<file path="config.mk">
export PLATFORM = sky130hd
export DESIGN_NAME = alu_8bit_core_flat
export DESIGN_NICKNAME = d
export VERILOG_FILES = /design/src/rtl/alu_8bit_core_if.sv /design/src/rtl/alu_8bit_core.sv /design/src/flat_wrapper.sv
export SDC_FILE = /design/constraint.sdc
export NUM_CORES = 1
export LEC_CHECK = 0
export CAP_MARGIN = 15
export CORE_ASPECT_RATIO = 0.8
export CORE_MARGIN = 4
export CORE_UTILIZATION = 55
export DETAILED_ROUTE_END_ITERATION = 7
export DONT_BUFFER_PORTS = 1
export GPL_TIMING_DRIVEN = 0
export PLACE_DENSITY = 0.76
export SLEW_MARGIN = 40
export SYNTH_ARGS = -nofsm -noshare
export SYNTH_HDL_FRONTEND = slang
export SYNTH_SLANG_ARGS = --single-unit
</file>
<file path="constraint.sdc">
create_clock -name clk -period 9.6 [get_ports clk]
set_input_delay 0.96 -clock clk [delete_from_list [all_inputs] [get_ports clk]]
set_output_delay 0.96 -clock clk [all_outputs]
set_load 0.005 [all_outputs]
</file>
<file path="src/rtl/alu_8bit_core_if.sv">
// alu_8bit_core_if: operand/result bus for the registered 8-bit ALU.
//   in_valid, a, b, cin, sel : request from the producer (operand fetch)
//   result, carry, out_valid : registered response to the consumer (writeback)
// master = side that issues operations, slave = the ALU.
interface alu_8bit_core_if;
    logic        in_valid;
    logic [7:0]  a;
    logic [7:0]  b;
    logic        cin;
    logic [2:0]  sel;
    logic [15:0] result;
    logic        carry;
    logic        out_valid;

    modport master (
        output in_valid, a, b, cin, sel,
        input  result, carry, out_valid
    );

    modport slave (
        input  in_valid, a, b, cin, sel,
        output result, carry, out_valid
    );
endinterface

</file>
<file path="src/rtl/alu_8bit_core.sv">
// alu_8bit_core: registered 8-bit ALU, one operation per clock, 1-cycle latency.
//   clk   : rising-edge clock
//   rst_n : synchronous active-low reset (clears result/carry/out_valid)
//   bus   : slave side of alu_8bit_core_if
//           sel 000 ADD, 001 SUB, 010 MUL, 011 AND, 100 OR, 101 XOR, 110 NOT, 111 zero
//           carry is carry-out for ADD, borrow-out for SUB, 0 otherwise.
module alu_8bit_core (
    input  logic         clk,
    input  logic         rst_n,
    alu_8bit_core_if.slave bus
);
    typedef enum logic [2:0] {
        OP_ADD = 3'b000,
        OP_SUB = 3'b001,
        OP_MUL = 3'b010,
        OP_AND = 3'b011,
        OP_OR  = 3'b100,
        OP_XOR = 3'b101,
        OP_NOT = 3'b110,
        OP_RSV = 3'b111
    } op_e;

    logic [15:0] result_q, result_d;
    logic        carry_q, carry_d;
    logic        out_valid_q, out_valid_d;

    logic [8:0]  sum9;
    logic [8:0]  dif9;
    logic [15:0] prod;
    logic [15:0] calc_res;
    logic        calc_carry;

    // 9-bit add/sub: bit 8 is carry-out for ADD; for SUB the 9-bit
    // two's complement difference goes negative exactly when a < b + cin.
    assign sum9 = {1'b0, bus.a} + {1'b0, bus.b} + {8'h00, bus.cin};
    assign dif9 = {1'b0, bus.a} - {1'b0, bus.b} - {8'h00, bus.cin};
    assign prod = {8'h00, bus.a} * {8'h00, bus.b};

    always_comb begin
        calc_res   = 16'h0000;
        calc_carry = 1'b0;
        case (op_e'(bus.sel))
            OP_ADD: begin calc_res = {8'h00, sum9[7:0]}; calc_carry = sum9[8]; end
            OP_SUB: begin calc_res = {8'h00, dif9[7:0]}; calc_carry = dif9[8]; end
            OP_MUL: calc_res = prod;
            OP_AND: calc_res = {8'h00, bus.a & bus.b};
            OP_OR:  calc_res = {8'h00, bus.a | bus.b};
            OP_XOR: calc_res = {8'h00, bus.a ^ bus.b};
            OP_NOT: calc_res = {8'h00, ~bus.a};
            OP_RSV: calc_res = 16'h0000;
            default: calc_res = 16'h0000;
        endcase
    end

    // Idle cycles hold result/carry; only out_valid drops.
    always_comb begin
        result_d    = result_q;
        carry_d     = carry_q;
        out_valid_d = 1'b0;
        if (bus.in_valid) begin
            result_d    = calc_res;
            carry_d     = calc_carry;
            out_valid_d = 1'b1;
        end
    end

    always_ff @(posedge clk) begin
        if (!rst_n) begin
            result_q    <= 16'h0000;
            carry_q     <= 1'b0;
            out_valid_q <= 1'b0;
        end else begin
            result_q    <= result_d;
            carry_q     <= carry_d;
            out_valid_q <= out_valid_d;
        end
    end

    assign bus.result    = result_q;
    assign bus.carry     = carry_q;
    assign bus.out_valid = out_valid_q;
endmodule

</file>
<file path="src/flat_wrapper.sv">
// flat-port wrapper written by rule: the top's interface ports become plain ports
module alu_8bit_core_flat 
  (clk, rst_n, bus_in_valid, bus_a, bus_b, bus_cin, bus_sel, bus_result, bus_carry, bus_out_valid);
  alu_8bit_core_if bus_i ();
  input  logic clk;
  input  logic rst_n;
  input wire logic [$bits(bus_i.in_valid)-1:0] bus_in_valid;
  input wire logic [$bits(bus_i.a)-1:0] bus_a;
  input wire logic [$bits(bus_i.b)-1:0] bus_b;
  input wire logic [$bits(bus_i.cin)-1:0] bus_cin;
  input wire logic [$bits(bus_i.sel)-1:0] bus_sel;
  output wire logic [$bits(bus_i.result)-1:0] bus_result;
  output wire logic [$bits(bus_i.carry)-1:0] bus_carry;
  output wire logic [$bits(bus_i.out_valid)-1:0] bus_out_valid;
  assign bus_i.in_valid = bus_in_valid;
  assign bus_i.a = bus_a;
  assign bus_i.b = bus_b;
  assign bus_i.cin = bus_cin;
  assign bus_i.sel = bus_sel;
  assign bus_result = bus_i.result;
  assign bus_carry = bus_i.carry;
  assign bus_out_valid = bus_i.out_valid;
  alu_8bit_core u_core (.clk(clk), .rst_n(rst_n), .bus(bus_i));
endmodule
</file>
==> run_summary.xml <==
<?xml version="1.0" encoding="UTF-8"?>
<metrics>
  <group name="power_and_ir_drop">
    <metric name="power_frac_clock" unit="">0.116</metric>
    <metric name="peakVddDrop" unit="mV">0.0701</metric>
    <metric name="leak" unit="nW">2.05</metric>
    <metric name="p_int" unit="uW">286</metric>
    <metric name="sw_frac_of_total" unit="">0.500</metric>
    <metric name="comb_power_share" unit="">0.736</metric>
    <metric name="sequential_share_of_power" unit="">0.148</metric>
    <metric name="power_density_over_the_cells" unit="nW/um^2">139</metric>
    <metric name="power" unit="uW">572</metric>
    <metric name="netSwitchingPower" unit="uW">286</metric>
  </group>
  <group name="synth">
    <metric name="synth.top_cell.area_share" unit="">0.209</metric>
    <metric name="synth_adder_area_share" unit="">0.413</metric>
    <metric name="synth_simple_gate_area_frac" unit="">0.166</metric>
    <metric name="async_flop_share" unit="">0</metric>
    <metric name="synth.mux.area_fraction" unit="">0.0111</metric>
    <metric name="ys_types" unit="">54</metric>
    <metric name="ys.flop_type" unit="">sky130_fd_sc_hd__dfxtp_1</metric>
    <metric name="postSynthAreaPerCell" unit="um^2">7.90</metric>
    <metric name="synth.ff_latch_count" unit="">18</metric>
    <metric name="yosysWarningCount" unit="">0</metric>
    <metric name="post_synth_xor_xnor_area" unit="">0.0355</metric>
    <metric name="synth_area_leader_cell" unit="">sky130_fd_sc_hd__ha_1</metric>
    <metric name="synthesis.instances" unit="">499</metric>
    <metric name="main_combinational_cell_family_by_area_after_synthesis" unit="">adder cells</metric>
    <metric name="synth_enable_flop_cells" unit="">0</metric>
    <metric name="compound_gate_portion_of_the_synthesized_area" unit="">0.192</metric>
    <metric name="ys_seq_area_frac" unit="">0.0914</metric>
    <metric name="yosys-top-cells-area" unit="">sky130_fd_sc_hd__ha_1, sky130_fd_sc_hd__fa_1, sky130_fd_sc_hd__dfxtp_1</metric>
    <metric name="syn_nets" unit="">628</metric>
    <metric name="summed_instance_area_of_the_synthesized_netlist" unit="um^2">3940</metric>
  </group>
  <group name="sta">
    <metric name="totalNegativeSetupSlack" unit="ns">0</metric>
    <metric name="timing.slew.headroom" unit="">0.534</metric>
    <metric name="clock-skew-final" unit="ns">0</metric>
    <metric name="tmin_final" unit="ns">4.88</metric>
    <metric name="setup_repair_after_global_routing_missed_its_margin" unit="">false</metric>
    <metric name="max_freq" unit="GHz">0.205</metric>
    <metric name="hold_viol" unit="">0</metric>
    <metric name="final_number_of_setup_violating_endpoints" unit="">0</metric>
    <metric name="timing.final.crit_share" unit="">0.509</metric>
    <metric name="tightest_slew" unit="ns">0.694</metric>
    <metric name="drv_slew" unit="">0</metric>
  </group>
  <group name="detailed_routing">
    <metric name="detailedRoute.firstPassIterationCount" unit="">5</metric>
    <metric name="wirelength" unit="um">10900</metric>
    <metric name="num_vias" unit="">3543</metric>
    <metric name="drt_first_iter_violations" unit="">271</metric>
    <metric name="routedWlPerCell" unit="um">18.4</metric>
    <metric name="drc" unit="">0</metric>
    <metric name="ant_nets" unit="">0</metric>
    <metric name="route.detailed.vias_per_inst" unit="">6.01</metric>
  </group>
  <group name="floorplan">
    <metric name="dieWidth" unit="um">103</metric>
    <metric name="num_io_pins" unit="">41</metric>
    <metric name="initial_util" unit="">0.569</metric>
    <metric name="design.core.area" unit="um^2">6930</metric>
    <metric name="floorplan.die.height" unit="um">83.7</metric>
    <metric name="floorplan.die_area" unit="um^2">8600</metric>
    <metric name="core_rows" unit="">27</metric>
  </group>
  <group name="hold_path">
    <metric name="hold_path.class" unit="">flip-flop to flip-flop</metric>
  </group>
  <group name="clock_network">
    <metric name="cts_inserted_buffers" unit="">3</metric>
    <metric name="path_clk_slew" unit="ns">0.07</metric>
    <metric name="cts_max_path_buffers" unit="">2</metric>
    <metric name="cts.repair_timing.setup_buffer_count" unit="">0</metric>
    <metric name="htree_levels" unit="">1</metric>
    <metric name="post_cts_resize_count" unit="">0</metric>
    <metric name="tritoncts_num_sinks" unit="">18</metric>
    <metric name="cts_tree" unit="">built</metric>
    <metric name="cts_hold_buffers" unit="">0</metric>
    <metric name="worstSkewPairLatency" unit="ns">0.27</metric>
    <metric name="cts-root-buf" unit="">sky130_fd_sc_hd__clkbuf_8</metric>
  </group>
  <group name="worst_setup_path">
    <metric name="critPathMaxFanout" unit="">9</metric>
    <metric name="critPathCapture" unit="">u_core.bus.result[15]</metric>
    <metric name="timing.rr.start" unit="">u_core.bus.result[12]</metric>
    <metric name="setup.worst_path.start" unit="">bus_a[3]</metric>
    <metric name="r2r_worst_path_depth" unit="">2</metric>
    <metric name="crit_path_start_kind" unit="">input pin</metric>
    <metric name="critical_path.endpoint_type" unit="">flip-flop</metric>
    <metric name="ff2ff_setup_slack" unit="ns">8.81</metric>
    <metric name="crit-reg2reg-capture" unit="">u_core.bus.result[12]</metric>
    <metric name="worst_ep_arrival_time" unit="ns">5.02</metric>
    <metric name="timing.critical_path.required" unit="ns">9.74</metric>
    <metric name="critPathKind" unit="">input pin to flip-flop</metric>
  </group>
  <group name="global_routing">
    <metric name="grt_max_degree" unit="">11</metric>
    <metric name="first_global_vias" unit="">3477</metric>
    <metric name="grt_usage" unit="">0.264</metric>
    <metric name="grt_pass1_wl" unit="um">17900</metric>
    <metric name="grt.overflow.total" unit="">0</metric>
    <metric name="number_of_antenna_violations_at_the_first_check_in_global_routing" unit="">1</metric>
  </group>
  <group name="placement">
    <metric name="gp_routability_congestion" unit="">0.929</metric>
    <metric name="port_buffers" unit="">0</metric>
    <metric name="place.detailed.hpwl" unit="um">8740</metric>
  </group>
  <group name="outcome">
    <metric name="outcome" unit="">finished clean</metric>
  </group>
  <group name="finish">
    <metric name="layout.nets" unit="">633</metric>
    <metric name="final_layout_size_suffix_gt1_frac" unit="">0.0497</metric>
    <metric name="antenna_cells_inserted" unit="">0</metric>
    <metric name="syn_to_layout_area_delta" unit="%">4.16</metric>
  </group>
  <group name="job">
    <metric name="maxCapViolations" unit="">0</metric>
  </group>
</metrics>
-- cells by family (layout without fill, tap and decap cells) --
kind of cell    count (synthesis)  count (layout)
flops                          18              18
compound gates                113             113
mux                             4               4
buf+inv                        90              94
simple gates                  152             152
xor+xnor                       16              16
fa+ha+maj                     106             106
-- power groups by stage --
stage               sequential [mW]  clock, mW  combinational, mW
global placement             0.0867          0              0.396
global route                 0.0857     0.0720              0.475
detailed placement           0.0868          0              0.411
CTS                          0.0850     0.0674              0.417
finish                       0.0849     0.0662              0.421
floorplan                    0.0855          0              0.323
-- cell usage after synthesis (5+ instances only) --
library cell	instances
sky130_fd_sc_hd__nand2_1	49
sky130_fd_sc_hd__clkinv_1	5
sky130_fd_sc_hd__ha_1	66
sky130_fd_sc_hd__nand2b_1	5
sky130_fd_sc_hd__inv_1	73
sky130_fd_sc_hd__dfxtp_1	18
sky130_fd_sc_hd__fa_1	40
sky130_fd_sc_hd__o21ai_0	28
sky130_fd_sc_hd__buf_2	5
sky130_fd_sc_hd__a31oi_1	7
sky130_fd_sc_hd__nor3_1	8
sky130_fd_sc_hd__xnor2_1	10
sky130_fd_sc_hd__xor2_1	6
sky130_fd_sc_hd__a21oi_1	29
sky130_fd_sc_hd__a21o_1	8
sky130_fd_sc_hd__a221oi_1	5
sky130_fd_sc_hd__nor2_1	70
-- per-layer routing --
| layer | vias to the layer above | wire length (um) | GRT usage |
|---|---|---|---|
| met3 | 16 | 854 | 0.0384 |
| met5 | - | 0 | 0 |
| met4 | 0 | 136 | 0.0465 |
| li1 | 1678 | - | - |
| met1 | 1700 | 5080 | 0.405 |
| met2 | 149 | 4800 | 0.393 |
-- placed cells by master, fill, tap and decap left out, types with 10 or more instances in the layout --
master / n
sky130_fd_sc_hd__inv_1: 73
sky130_fd_sc_hd__nor2_1: 70
sky130_fd_sc_hd__ha_1: 66
sky130_fd_sc_hd__nand2_1: 49
sky130_fd_sc_hd__fa_1: 40
sky130_fd_sc_hd__a21oi_1: 29
sky130_fd_sc_hd__o21ai_0: 28
sky130_fd_sc_hd__dfxtp_1: 18
sky130_fd_sc_hd__xnor2_1: 10
-- stage by stage --
step / hold slack, ns / area (um^2) / cells / setup slack, ns / utilization
3_3_place_gp: 0.458 / 4050 / 586 / 4.63 / 0.585
4_1_cts: 0.471 / 4110 / 590 / 4.75 / 0.593
2_1_floorplan: 0.442 / 3940 / 499 / 5.00 / -
5_1_grt: 0.504 / 4110 / 590 / 4.52 / 0.593
6_report: 0.468 / 4110 / 590 / 4.72 / 0.593
3_5_place_dp: 0.461 / 4050 / 586 / 4.49 / 0.585
-- worst min path at each step --
stage | start | endpoint | slack [ns] | depth (start not counted)
floorplan | u_core.bus.result[13] | u_core.bus.result[13] | 0.44 | 2
global placement | u_core.bus.result[13] | u_core.bus.result[13] | 0.46 | 2
detailed placement | u_core.bus.result[13] | u_core.bus.result[13] | 0.46 | 2
CTS | u_core.bus.result[13] | u_core.bus.result[13] | 0.47 | 2
global route | u_core.bus.result[13] | u_core.bus.result[13] | 0.50 | 2
finish | u_core.bus.result[13] | u_core.bus.result[13] | 0.47 | 2
-- critical path: stages --
cell                       delay [ns]
sky130_fd_sc_hd__clkinv_1        0.30
sky130_fd_sc_hd__nor2_1          0.24
sky130_fd_sc_hd__fa_1            0.47
sky130_fd_sc_hd__fa_1            0.53
sky130_fd_sc_hd__fa_1            0.54
sky130_fd_sc_hd__inv_1           0.05
sky130_fd_sc_hd__fa_1            0.54
sky130_fd_sc_hd__inv_1           0.04
sky130_fd_sc_hd__ha_1            0.36
sky130_fd_sc_hd__a21oi_1         0.19
sky130_fd_sc_hd__o21ai_0         0.13
sky130_fd_sc_hd__a41oi_2         0.34
sky130_fd_sc_hd__o21ai_2         0.10
sky130_fd_sc_hd__xnor2_1         0.16
sky130_fd_sc_hd__o21ai_1         0.07
-- final cells by class --
class                   instances  area [um^2]
well taps                      87          109
fillers                       631         2820
flip-flops and latches         18          360
multi-input cells             391         3220
plain buffers                  12         67.6
inverters                      78          293
clock buffers                   4         55.1
-- state kept, by name (all words and copies together) (netlist names) --
signal                count
u_core.bus.result        16
u_core.bus.carry          1
u_core.bus.out_valid      1
Note: power is estimated with default switching activity, not from simulation.
